**src/rtl/rvm_shift_ctrl.sv**
```systemverilog
// Issue/capture stage around the combinational 32-bit shifter.
// Accepts a decoded shift request and latches its operands. It holds the
// shifter inputs stable for EXEC_CYCLES cycles, captures the result, and
// offers it to writeback under a valid/ready handshake.
module rvm_shift_ctrl #(
  parameter int unsigned EXEC_CYCLES = 1   // 1..15
) (
  input  logic        clk,
  input  logic        resetn,
  // request side
  input  logic        req_valid,
  output logic        req_ready,
  input  logic [2:0]  req_funct3,
  input  logic        req_funct7_5,
  input  logic        req_imm,
  input  logic [31:0] req_rs1,
  input  logic [31:0] req_rs2,
  input  logic [4:0]  req_shamt,
  input  logic [4:0]  req_rd,
  // shifter side
  output logic [31:0] shf_lhs,
  output logic [4:0]  shf_rhs,
  output logic [1:0]  shf_op,
  input  logic        shf_valid,
  input  logic [32:0] shf_result,
  // writeback side
  output logic        wb_valid,
  input  logic        wb_ready,
  output logic [31:0] wb_data,
  output logic [4:0]  wb_rd,
  output logic        wb_err
);

  typedef enum logic [1:0] {
    S_IDLE,
    S_EXEC,
    S_RESP
  } state_t;

  localparam logic [1:0] OP_NOP = 2'b00;
  localparam logic [1:0] OP_SLL = 2'b01;
  localparam logic [1:0] OP_SRL = 2'b10;
  localparam logic [1:0] OP_SRA = 2'b11;

  // Last counter value of the hold window; the result is captured on it.
  localparam logic [3:0] LAST_CNT = 4'(EXEC_CYCLES - 1);

  state_t      r_state;
  logic [3:0]  r_cnt;
  logic [4:0]  r_rd;

  logic [1:0]  w_op;
  logic        w_legal;
  logic [4:0]  w_amt;
  // Bits the stage deliberately ignores: the shifter's carry-out bit and
  // the upper part of rs2.
  logic        w_unused;

  assign w_unused = ^{shf_result[32], req_rs2[31:5]};

  // Decode the incoming request into a shifter op and a shift amount.
  always_comb begin
    // NOTE: every signal gets a default first, so no path leaves it unassigned and no latch is inferred.
    w_op = OP_NOP;
    if (req_funct3 == 3'b001 && !req_funct7_5) begin
      w_op = OP_SLL;
    end else if (req_funct3 == 3'b101) begin
      w_op = req_funct7_5 ? OP_SRA : OP_SRL;
    end
    w_legal = (w_op != OP_NOP);
    w_amt   = req_imm ? req_shamt : req_rs2[4:0];
  end

  // Control FSM. Every output is registered, so the shifter sees clean and stable inputs.
  always_ff @(posedge clk or negedge resetn) begin
    if (!resetn) begin
      // NOTE: every datapath register is cleared too, so nothing stale is visible after an abort.
      r_state   <= S_IDLE;
      r_cnt     <= '0;
      r_rd      <= '0;
      req_ready <= 1'b1;
      shf_op    <= OP_NOP;
      shf_lhs   <= '0;
      shf_rhs   <= '0;
      wb_valid  <= 1'b0;
      wb_data   <= '0;
      wb_rd     <= '0;
      wb_err    <= 1'b0;
    end else begin
      // NOTE: sequential state uses non-blocking assignments only, so all registers update together at the edge.
      case (r_state)
        S_IDLE: begin
          if (req_valid) begin
            req_ready <= 1'b0;
            r_rd      <= req_rd;
            if (w_legal) begin
              shf_op  <= w_op;
              shf_lhs <= req_rs1;
              shf_rhs <= w_amt;
              r_cnt   <= '0;
              r_state <= S_EXEC;
            end else begin
              // An illegal encoding never reaches the shifter.
              wb_valid <= 1'b1;
              wb_err   <= 1'b1;
              wb_data  <= '0;
              wb_rd    <= req_rd;
              r_state  <= S_RESP;
            end
          end
        end

        S_EXEC: begin
          if (r_cnt == LAST_CNT) begin
            wb_data  <= shf_result[31:0];
            wb_err   <= ~shf_valid;
            wb_rd    <= r_rd;
            wb_valid <= 1'b1;
            shf_op   <= OP_NOP;
            shf_lhs  <= '0;
            shf_rhs  <= '0;
            r_cnt    <= '0;
            r_state  <= S_RESP;
          end else begin
            r_cnt <= r_cnt + 4'd1;
          end
        end

        S_RESP: begin
          // The stage returns to IDLE first, so a new request cannot overlap the handshake.
          if (wb_ready) begin
            wb_valid  <= 1'b0;
            req_ready <= 1'b1;
            r_state   <= S_IDLE;
          end
        end

        default: begin
          r_state <= S_IDLE;
        end
      endcase
    end
  end

endmodule
```
**config.mk**
```make
export PLATFORM = sky130hd
export DESIGN_NAME = rvm_shift_ctrl
export DESIGN_NICKNAME = d
export VERILOG_FILES = /design/src/rtl/rvm_shift_ctrl.sv
export SDC_FILE = /design/constraint.sdc
export NUM_CORES = 1
export LEC_CHECK = 0
export CORE_MARGIN = 8
export CORE_UTILIZATION = 40
export DETAILED_ROUTE_END_ITERATION = 8
export GPL_ROUTABILITY_DRIVEN = 0
export PLACE_DENSITY = 0.76
export SKIP_LAST_GASP = 1
export SLEW_MARGIN = 20
export SYNTH_ARGS = -nofsm -noshare
export SYNTH_HDL_FRONTEND = slang
export SYNTH_SLANG_ARGS = --single-unit
```
**constraint.sdc**
```tcl
create_clock -name clk -period 2.5 [get_ports clk]
set_clock_uncertainty 0.05 [all_clocks]
set_input_delay 0.25 -clock clk [delete_from_list [all_inputs] [get_ports clk]]
set_output_delay 0.25 -clock clk [all_outputs]
set_load 0.03 [all_outputs]
```
==> results of run 1 <==
[cells in the mapped netlist (3+ instances only)]
cell / n / share of area [%]
buf_4: 4 / 0.77
mux2_2: 6 / 1.7
a21oi_1: 8 / 1.0
nor2b_1: 3 / 0.48
a31oi_1: 5 / 0.80
nor2_1: 5 / 0.48
a22o_1: 33 / 7.4
mux2i_1: 47 / 12
inv_1: 39 / 3.8
dfrtp_1: 89 / 57
buf_2: 3 / 0.38
clkbuf_1: 12 / 1.2
mux2_1: 7 / 2.0
ha_1: 5 / 1.6
nand2_1: 38 / 3.7
[how the worst max path moves through the flow]
| stage | end | slack (ns) | cells after the start |
|---|---|---|---|
| floorplan | shf_op[0] | 0.51 | 8 |
| global placement | r_cnt[2] | 0.34 | 6 |
| detailed placement | r_cnt[2] | 0.33 | 6 |
| CTS | r_cnt[2] | 0.31 | 7 |
| global route | r_cnt[2] | 0.17 | 7 |
| finish | r_cnt[2] | 0.34 | 7 |
[stage by stage]
step / total power [W] / hold WS (ns) / setup WS, ns / std cells
3_3_place_gp: 0.00572 / 0.303 / 0.335 / 619
4_1_cts: 0.00697 / 0.378 / 0.309 / 636
5_1_grt: 0.00725 / 0.391 / 0.173 / 636
6_report: 0.00687 / 0.402 / 0.341 / 636
3_5_place_dp: 0.00580 / 0.313 / 0.328 / 619
2_1_floorplan: 0.00435 / -0.0956 / 0.513 / 329
[worst max-delay path: stages (launching register included)]
cell      delay (ns)
dfrtp_1         0.39
inv_1           0.11
ha_1            0.19
mux2_2          0.38
a21boi_4        0.16
buf_4           0.20
or4_1           0.51
o211ai_1        0.09
[sequential cells by signal, summed over array words and instances (netlist names)]
name	count
wb_valid	1
r_state	2
wb_rd	5
shf_lhs	32
shf_rhs	5
shf_op	2
req_ready	1
r_cnt	4
wb_err	1
wb_data	32
r_rd	5
[report_power, final]
part           switching [W]  internal, W  leakage, nW
clock               0.000527     0.000603        0.115
combinational        0.00190      0.00157         1.44
sequential          0.000289      0.00198         1.16
[cells by family after synthesis]
| group | synth area share (%) |
|---|---|
| simple gates | 6.93 |
| fa+ha+maj | 1.60 |
| buf+inv | 6.35 |
| flops | 57.8 |
| compound gates | 11.5 |
| mux | 15.8 |
[area by class of cell]
type	instances	area [um^2]
fillers	798	3650
well taps	133	166
clock buffers	10	138
clock inverters	6	96.3
multi-input cells	180	1410
flip-flops and latches	90	2250
inverters	39	146
repair buffers	178	1780
[what timing repair did]
item / CTS / global route
gates resized for setup: 0 / 0
hold endpoints to repair: 55 / 0
setup endpoints to repair: 0 / 0
hold buffers: 1 / 0
[routing by layer]
metal | vias up | global-route usage, % | wire length, um
li1 | 1462 | - | -
met1 | 1461 | 19.6 | 4440
met2 | 108 | 25.4 | 4870
met3 | 11 | 5.59 | 940
met4 | 0 | 4.73 | 112
met5 | - | 0 | 0
[placed cells by master (no fill, tap or decap), types with 2 or more instances in the layout]
| cell | instances |
|---|---|
| a21oi_1 | 8 |
| a22o_1 | 33 |
| a31oi_1 | 5 |
| buf_12 | 2 |
| buf_4 | 9 |
| bufinv_16 | 2 |
| clkbuf_8 | 10 |
| clkdlybuf4s50_1 | 166 |
| dfrtp_1 | 89 |
| ha_1 | 4 |
| inv_1 | 39 |
| mux2_1 | 7 |
| mux2_2 | 6 |
| mux2i_1 | 47 |
| nand2_1 | 38 |
| nand2_2 | 2 |
| nand2b_1 | 2 |
| nand3_1 | 2 |
| nor2_1 | 5 |
| nor2b_1 | 3 |
| o211ai_1 | 2 |
==> impl_metrics.tcl, run 1 <==
set metrics [dict create \
    async_flop_share_pct 100 \
    hold_depth 3 \
    grtUsageTotal_pct 15.8 \
    synthesis.area_mm2 0.00390 \
    synth_edf_count 0 \
    p_per_area_mw_per_mm2 1150 \
    max_slew_margin_pct 50.8 \
    yosysSeqAreaShare_pct 57.8 \
    wl_mm 10.4 \
    numCtsBuffers 9 \
    r2r_cells 7 \
    ir_drop_mv 0.674 \
    critPathLaunchType "flip-flop" \
    crit_path_end_kind "flip-flop" \
    h-tree-depth 3 \
    rsz0062_at_grt "false" \
    setup_viol 0 \
    cts_tree "built" \
    maxSlewViolCount 0 \
    startpoint "r_state[0]" \
    syn_nets 451 \
    dominantRegCellSynth "dfrtp_1" \
    vias_per_cell 4.78 \
    cts.sinks 90 \
    cts.clk_slew.worst_paths_ns 0.09 \
    antenna_left 0 \
    min_period_ns 2.16 \
    syn_area_per_cell_um2 11.9 \
    finish.utilization_pct 62.1 \
    antenna_found_initial 0 \
    grt_max_degree 59 \
    grt_pass1_vias 3354 \
    drt_iter0_markers 125 \
    hold_violations 0 \
    r2r_start "r_state[0]" \
    port_buffers 167 \
    first_pass_iters 4 \
    cts_setup_buffers 0 \
    gr-total-overflow 0 \
    wl_per_cell_um 16.3 \
    die_w_um 115 \
    start_util_pct 40.4 \
    grt_pass1_wl_mm 16.6 \
    design_area_mm2 0.00598 \
    drc_errors 0 \
    core_mm2 0.00964 \
    critical_path.max_fanout 16 \
    synth_cells 329 \
    synth_cell_types 36 \
    cp.required_ns 2.71 \
    clk_path_buf_depth 2 \
    fin_crit_sh_pct 86.4 \
    tightest_slew_ns 0.737 \
    num_vias 3042 \
    tns_ns 0 \
    n_antenna_cell 0 \
    rrSetupSlack_ns 0.34 \
    power.leakage_nw 2.71 \
    rows 36 \
    final_net_count 620 \
    synth_seq_cells 90 \
    area_growth_pct 53.5 \
    critPathArrivalTime_ns 2.37 \
    whs_endpoint "wb_data[26]" \
    placed_cell_area_mm2 0.00574 \
    dp_hpwl_mm 7.70 \
    die_y_um 115 \
    hold_start "shf_result[26]" \
    die_area_mm2 0.0132 \
    cts-root-buf "clkbuf_8" \
    ys_warn_count 0 \
    maxCapViolations 0 \
    critPathKind "flip-flop to flip-flop" \
    fmax_mhz 463 \
    outcome "finished clean" \
    r2r_end "r_cnt[2]" \
    io_pins 196 \
    drive_above_1_share_pct 7.95 \
    clk_latency_ns 0.34 \
    hold_class "primary input to flip-flop" \
]
(Power assumes the default switching activity.)
==> inputs of run 2 (changes only) <==
SKIP_CTS_REPAIR_TIMING = 1   (was default)
==> run 2 against run 1 <==
First-iteration DRC count stayed put. Critical path type unchanged. Wire length barely moved. Clock power is essentially flat. Highest routed layer unchanged. Core utilization stayed put. Sequential share of layout area stayed put. Critical endpoint unchanged.
==> impl_metrics.tcl, run 2 (synthesized netlist as in run 1, its figures left out) <==
set metrics [dict create \
    die_y_um 115 \
    critical_path.max_fanout 16 \
    antenna_left 0 \
    fin_cells 636 \
    critPathKind "flip-flop to flip-flop" \
    layout_common_cells "166 x clkdlybuf4s50_1, 89 x dfrtp_1, 47 x mux2i_1" \
    p_sw_share_pct 39.6 \
    hold_violations 0 \
    hold_class "primary input to flip-flop" \
    power_switching_w 0.00272 \
    cpPeakStageDelay_ns 0.51 \
    drc_errors 0 \
    crit_path_end_kind "flip-flop" \
    cts.sinks 90 \
    cts-root-buf "clkbuf_8" \
    wl_per_cell_um 16.3 \
    ir_drop_mv 0.674 \
    worst_hold_slack_ns 0.402 \
    gr-total-overflow 0 \
    p_per_area_mw_per_mm2 1150 \
    max_slew_margin_pct 50.8 \
    grtUsageTotal_pct 15.8 \
    io_pins 196 \
    h-tree-depth 3 \
    critPathLaunchType "flip-flop" \
    area_growth_pct 53.5 \
    outcome "finished clean" \
    tns_ns 0 \
    reg_top3 "shf_lhs: 32 flops, wb_data: 32 flops" \
    clk_latency_ns 0.34 \
    dpl.cell_count 619 \
    die_w_um 115 \
    cts.clk_slew.worst_paths_ns 0.09 \
    start_util_pct 40.4 \
    clk_path_buf_depth 2 \
    rows 36 \
    setup_viol 0 \
    numCtsBuffers 9 \
    antenna_found_initial 0 \
    design_area_mm2 0.00598 \
    seq_power_share_pct 33.0 \
    critical_path.cell_chain "inv_1 > ha_1 > mux2_2 > a21boi_4 > buf_4 > or4_1 > o211ai_1" \
    wl_mm 10.4 \
    drt_iter0_markers 125 \
    power.leakage_nw 2.71 \
    grt_max_degree 59 \
    grt_pass1_wl_mm 16.6 \
    maxCapViolations 0 \
    die_area_mm2 0.0132 \
    drive_above_1_share_pct 7.95 \
    maxSlewViolCount 0 \
    fmax_mhz 463 \
    critPathArrivalTime_ns 2.37 \
    first_pass_iters 4 \
    p_int_w 0.00415 \
    cts_tree "built" \
    grt_pass1_vias 3348 \
    rsz0062_at_grt "false" \
    port_buffers 167 \
    dp_hpwl_mm 7.70 \
    vias_per_cell 4.78 \
    crit_slowest_cell "or4_1" \
    core_mm2 0.00964 \
    clkPwrFrac_pct 16.4 \
    num_vias 3042 \
    final_net_count 620 \
    final_common_cell "clkdlybuf4s50_1" \
    fin_crit_sh_pct 86.4 \
    placed_cell_area_mm2 0.00574 \
    p_comb_share_pct 50.6 \
    n_antenna_cell 0 \
    min_period_ns 2.16 \
    cp.required_ns 2.71 \
    tightest_slew_ns 0.737 \
]
-- run 2: cell counts in the layout (fill, tap and decap cells not counted) --
Identical to the previous run, type by type.
-- run 2: worst paths after layout --
kind / from / endpoint / slack, ns / cells after the start
worst max-delay path: r_state[0] / r_cnt[2] / 0.34 / 7
worst min-delay path: shf_result[26] / wb_data[26] / 0.40 / 3
worst max register to register: r_state[0] / r_cnt[2] / 0.34 / 7
worst min register to register: shf_rhs[0] / shf_rhs[0] / 0.45 / 1
max in group asynchronous: resetn / shf_lhs[27] / 1.18 / 3
min in group asynchronous: resetn / wb_data[3] / 0.46 / 2
-- run 2: through the flow --
stage,utilization (%),setup WS (ns),power (W)
2_1_floorplan,-,0.513,0.00435
3_3_place_gp,59.6,0.335,0.00572
3_5_place_dp,59.6,0.328,0.00580
4_1_cts,62.0,0.309,0.00697
5_1_grt,62.1,0.173,0.00725
6_report,62.1,0.341,0.00687
-- run 2: layer usage --
metal	vias up	track usage, %	share of wire (%)	routed length, um
met4	0	4.73	1.1	112
met5	-	0	0	0
li1	1462	-	-	-
met3	11	5.49	9.0	929
met1	1461	19.6	43	4450
met2	108	25.4	47	4880
-- run 2: layout make-up --
| cell class | instances | area, um^2 |
|---|---|---|
| fill | 798 | 3650 |
| sequential | 90 | 2250 |
| timing repair buffer | 178 | 1780 |
| multi-input combinational | 180 | 1410 |
| tap | 133 | 166 |
| inverter | 39 | 146 |
| clock buffer | 10 | 138 |
| clock inverter | 6 | 96.3 |
-- run 2: power groups by stage --
| stage | clock [W] | combinational [W] | sequential, W |
|---|---|---|---|
| floorplan | 0 | 0.00121 | 0.00314 |
| global placement | 0 | 0.00345 | 0.00227 |
| detailed placement | 0 | 0.00353 | 0.00228 |
| CTS | 0.00118 | 0.00352 | 0.00227 |
| global route | 0.00123 | 0.00369 | 0.00234 |
| finish | 0.00113 | 0.00347 | 0.00227 |
-- run 2: critical path, delay by kind of cell (launching register included) --
kind / cells / cell delay [ns]
simple gates: 1 / 0.51
flops: 1 / 0.39
mux: 1 / 0.38
buf+inv: 2 / 0.31
compound gates: 2 / 0.25
fa+ha+maj: 1 / 0.19
==> inputs of run 3 (changes only) <==
PLACE_DENSITY = 0.91   (was 0.76)
==> run 3 against run 2 <==
The run now ends with negative hold slack left. Fmax fell by 4.1%. Register-to-register slack got worse by 0.09 ns. Die area did not move. Worst setup slack got worse by 0.093 ns. Largest power group unchanged. Clock power fell by 15%. Critical endpoint is now shf_rhs[2]. Sequential power barely moved.
==> impl_metrics.tcl, run 3 (synthesized netlist as in run 1, its figures left out) <==
set metrics [dict create \
    wl_mm 10.3 \
    die_y_um 115 \
    cts_tree "built" \
    hold_violations 45 \
    critical_path.cell_chain "inv_1 > ha_1 > mux2_2 > a21boi_4 > nand2_2 > buf_4 > mux2_1" \
    grt_max_degree 72 \
    violations "negative hold slack" \
    h-tree-depth 3 \
    critPathLaunchType "flip-flop" \
    rows 36 \
    die_area_mm2 0.0132 \
    fmax_mhz 444 \
    final_common_cell "clkdlybuf4s50_1" \
    maxCapViolations 0 \
    fillers 792 \
    maxSlewViolCount 0 \
    io_pins 196 \
    p_per_area_mw_per_mm2 1130 \
    grtUsageTotal_pct 16.1 \
    crit_slowest_cell "dfrtp_1" \
    antenna_left 0 \
    setup_viol 0 \
    gr-total-overflow 0 \
    drt_iter0_markers 155 \
    design_area_mm2 0.00591 \
    grt_pass1_vias 3368 \
    critPathArrivalTime_ns 2.42 \
    max_slew_margin_pct 41.9 \
    port_buffers 167 \
    r2r_end "shf_rhs[2]" \
    rsz0062_at_grt "false" \
    n_antenna_cell 0 \
    critical_path.max_fanout 39 \
    tightest_slew_ns 0.871 \
    core_mm2 0.00964 \
    worst_hold_slack_ns -0.0334 \
    clk_path_buf_depth 2 \
    cp.required_ns 2.67 \
    vias_per_cell 4.85 \
    critPathKind "flip-flop to flip-flop" \
    wl_per_cell_um 16.3 \
    final_net_count 619 \
    cts.sinks 90 \
    min_period_ns 2.25 \
    cts.clk_slew.worst_paths_ns 0.09 \
    cpPeakStageDelay_ns 0.40 \
    grt_pass1_wl_mm 16.9 \
    crit_path_end_kind "flip-flop" \
    area_growth_pct 51.7 \
    drive_above_1_share_pct 7.39 \
    power.leakage_nw 2.68 \
    placed_cell_area_mm2 0.00573 \
    multi_input_area_mm2 0.00141 \
    numCtsBuffers 9 \
    num_vias 3072 \
    seq_area_mm2 0.00225 \
    antenna_found_initial 0 \
    start_util_pct 40.4 \
    clk_latency_ns 0.34 \
    die_w_um 115 \
    ir_drop_mv 0.658 \
    r2r_start "r_state[0]" \
    hold_class "primary input to async pin" \
    rrSetupSlack_ns 0.25 \
    reg_top3 "shf_lhs: 32 flops, wb_data: 32 flops" \
    layout_common_cells "166 x clkdlybuf4s50_1, 89 x dfrtp_1, 47 x mux2i_1" \
    dp_hpwl_mm 7.67 \
    outcome "finished with violations" \
    tns_ns 0 \
    first_pass_iters 4 \
    drc_errors 0 \
    cts-root-buf "clkbuf_8" \
    fin_crit_sh_pct 90.1 \
    r2r_cells 7 \
]
run 3: where the power goes:
group          internal (W)  switching, W  total (W)
combinational       0.00155       0.00189    0.00344
sequential          0.00198      0.000307    0.00229
clock              0.000483      0.000479   0.000962
run 3: worst max-delay path by stage:
stage | startpoint | endpoint | cells past startpoint
finish | r_state[0] | shf_rhs[2] | 7
floorplan | r_state[0] | shf_op[0] | 8
global route | r_state[0] | shf_rhs[2] | 7
detailed placement | req_valid | shf_rhs[2] | 6
CTS | r_state[0] | shf_rhs[2] | 7
global placement | req_valid | shf_op[1] | 6
run 3: critical path, delay by kind of cell (launching register included):
kind / cells / cell delay [ns]
buf+inv: 2 / 0.48
compound gates: 1 / 0.17
flops: 1 / 0.40
mux: 2 / 0.75
fa+ha+maj: 1 / 0.20
simple gates: 1 / 0.07
run 3: layer usage:
layer	track usage (%)	wire length, um
met4	6.04	127
met5	0	0
met2	24.8	4650
met1	19.8	4390
met3	6.54	1150
run 3: stage by stage:
| step | hold WS, ns | std cells | setup slack (ns) | util [%] | power (W) |
|---|---|---|---|---|---|
| finish | -0.0334 | 634 | 0.248 | 61.3 | 0.00669 |
| global route | 0.0186 | 634 | 0.101 | 61.3 | 0.00708 |
| CTS | -0.00787 | 634 | 0.236 | 61.3 | 0.00677 |
| detailed placement | 0.383 | 619 | 0.228 | 59.4 | 0.00578 |
| global placement | 0.363 | 619 | 0.304 | 59.4 | 0.00567 |
| floorplan | -0.0956 | 329 | 0.513 | - | 0.00435 |
run 3: final cells by class:
class | instances | area share (%)
inverters | 39 | 2.48
well taps | 133 | 2.81
flip-flops and latches | 90 | 38.1
clock buffers | 12 | 2.45
clock inverters | 3 | 0.677
repair buffers | 177 | 29.7
multi-input cells | 180 | 23.8
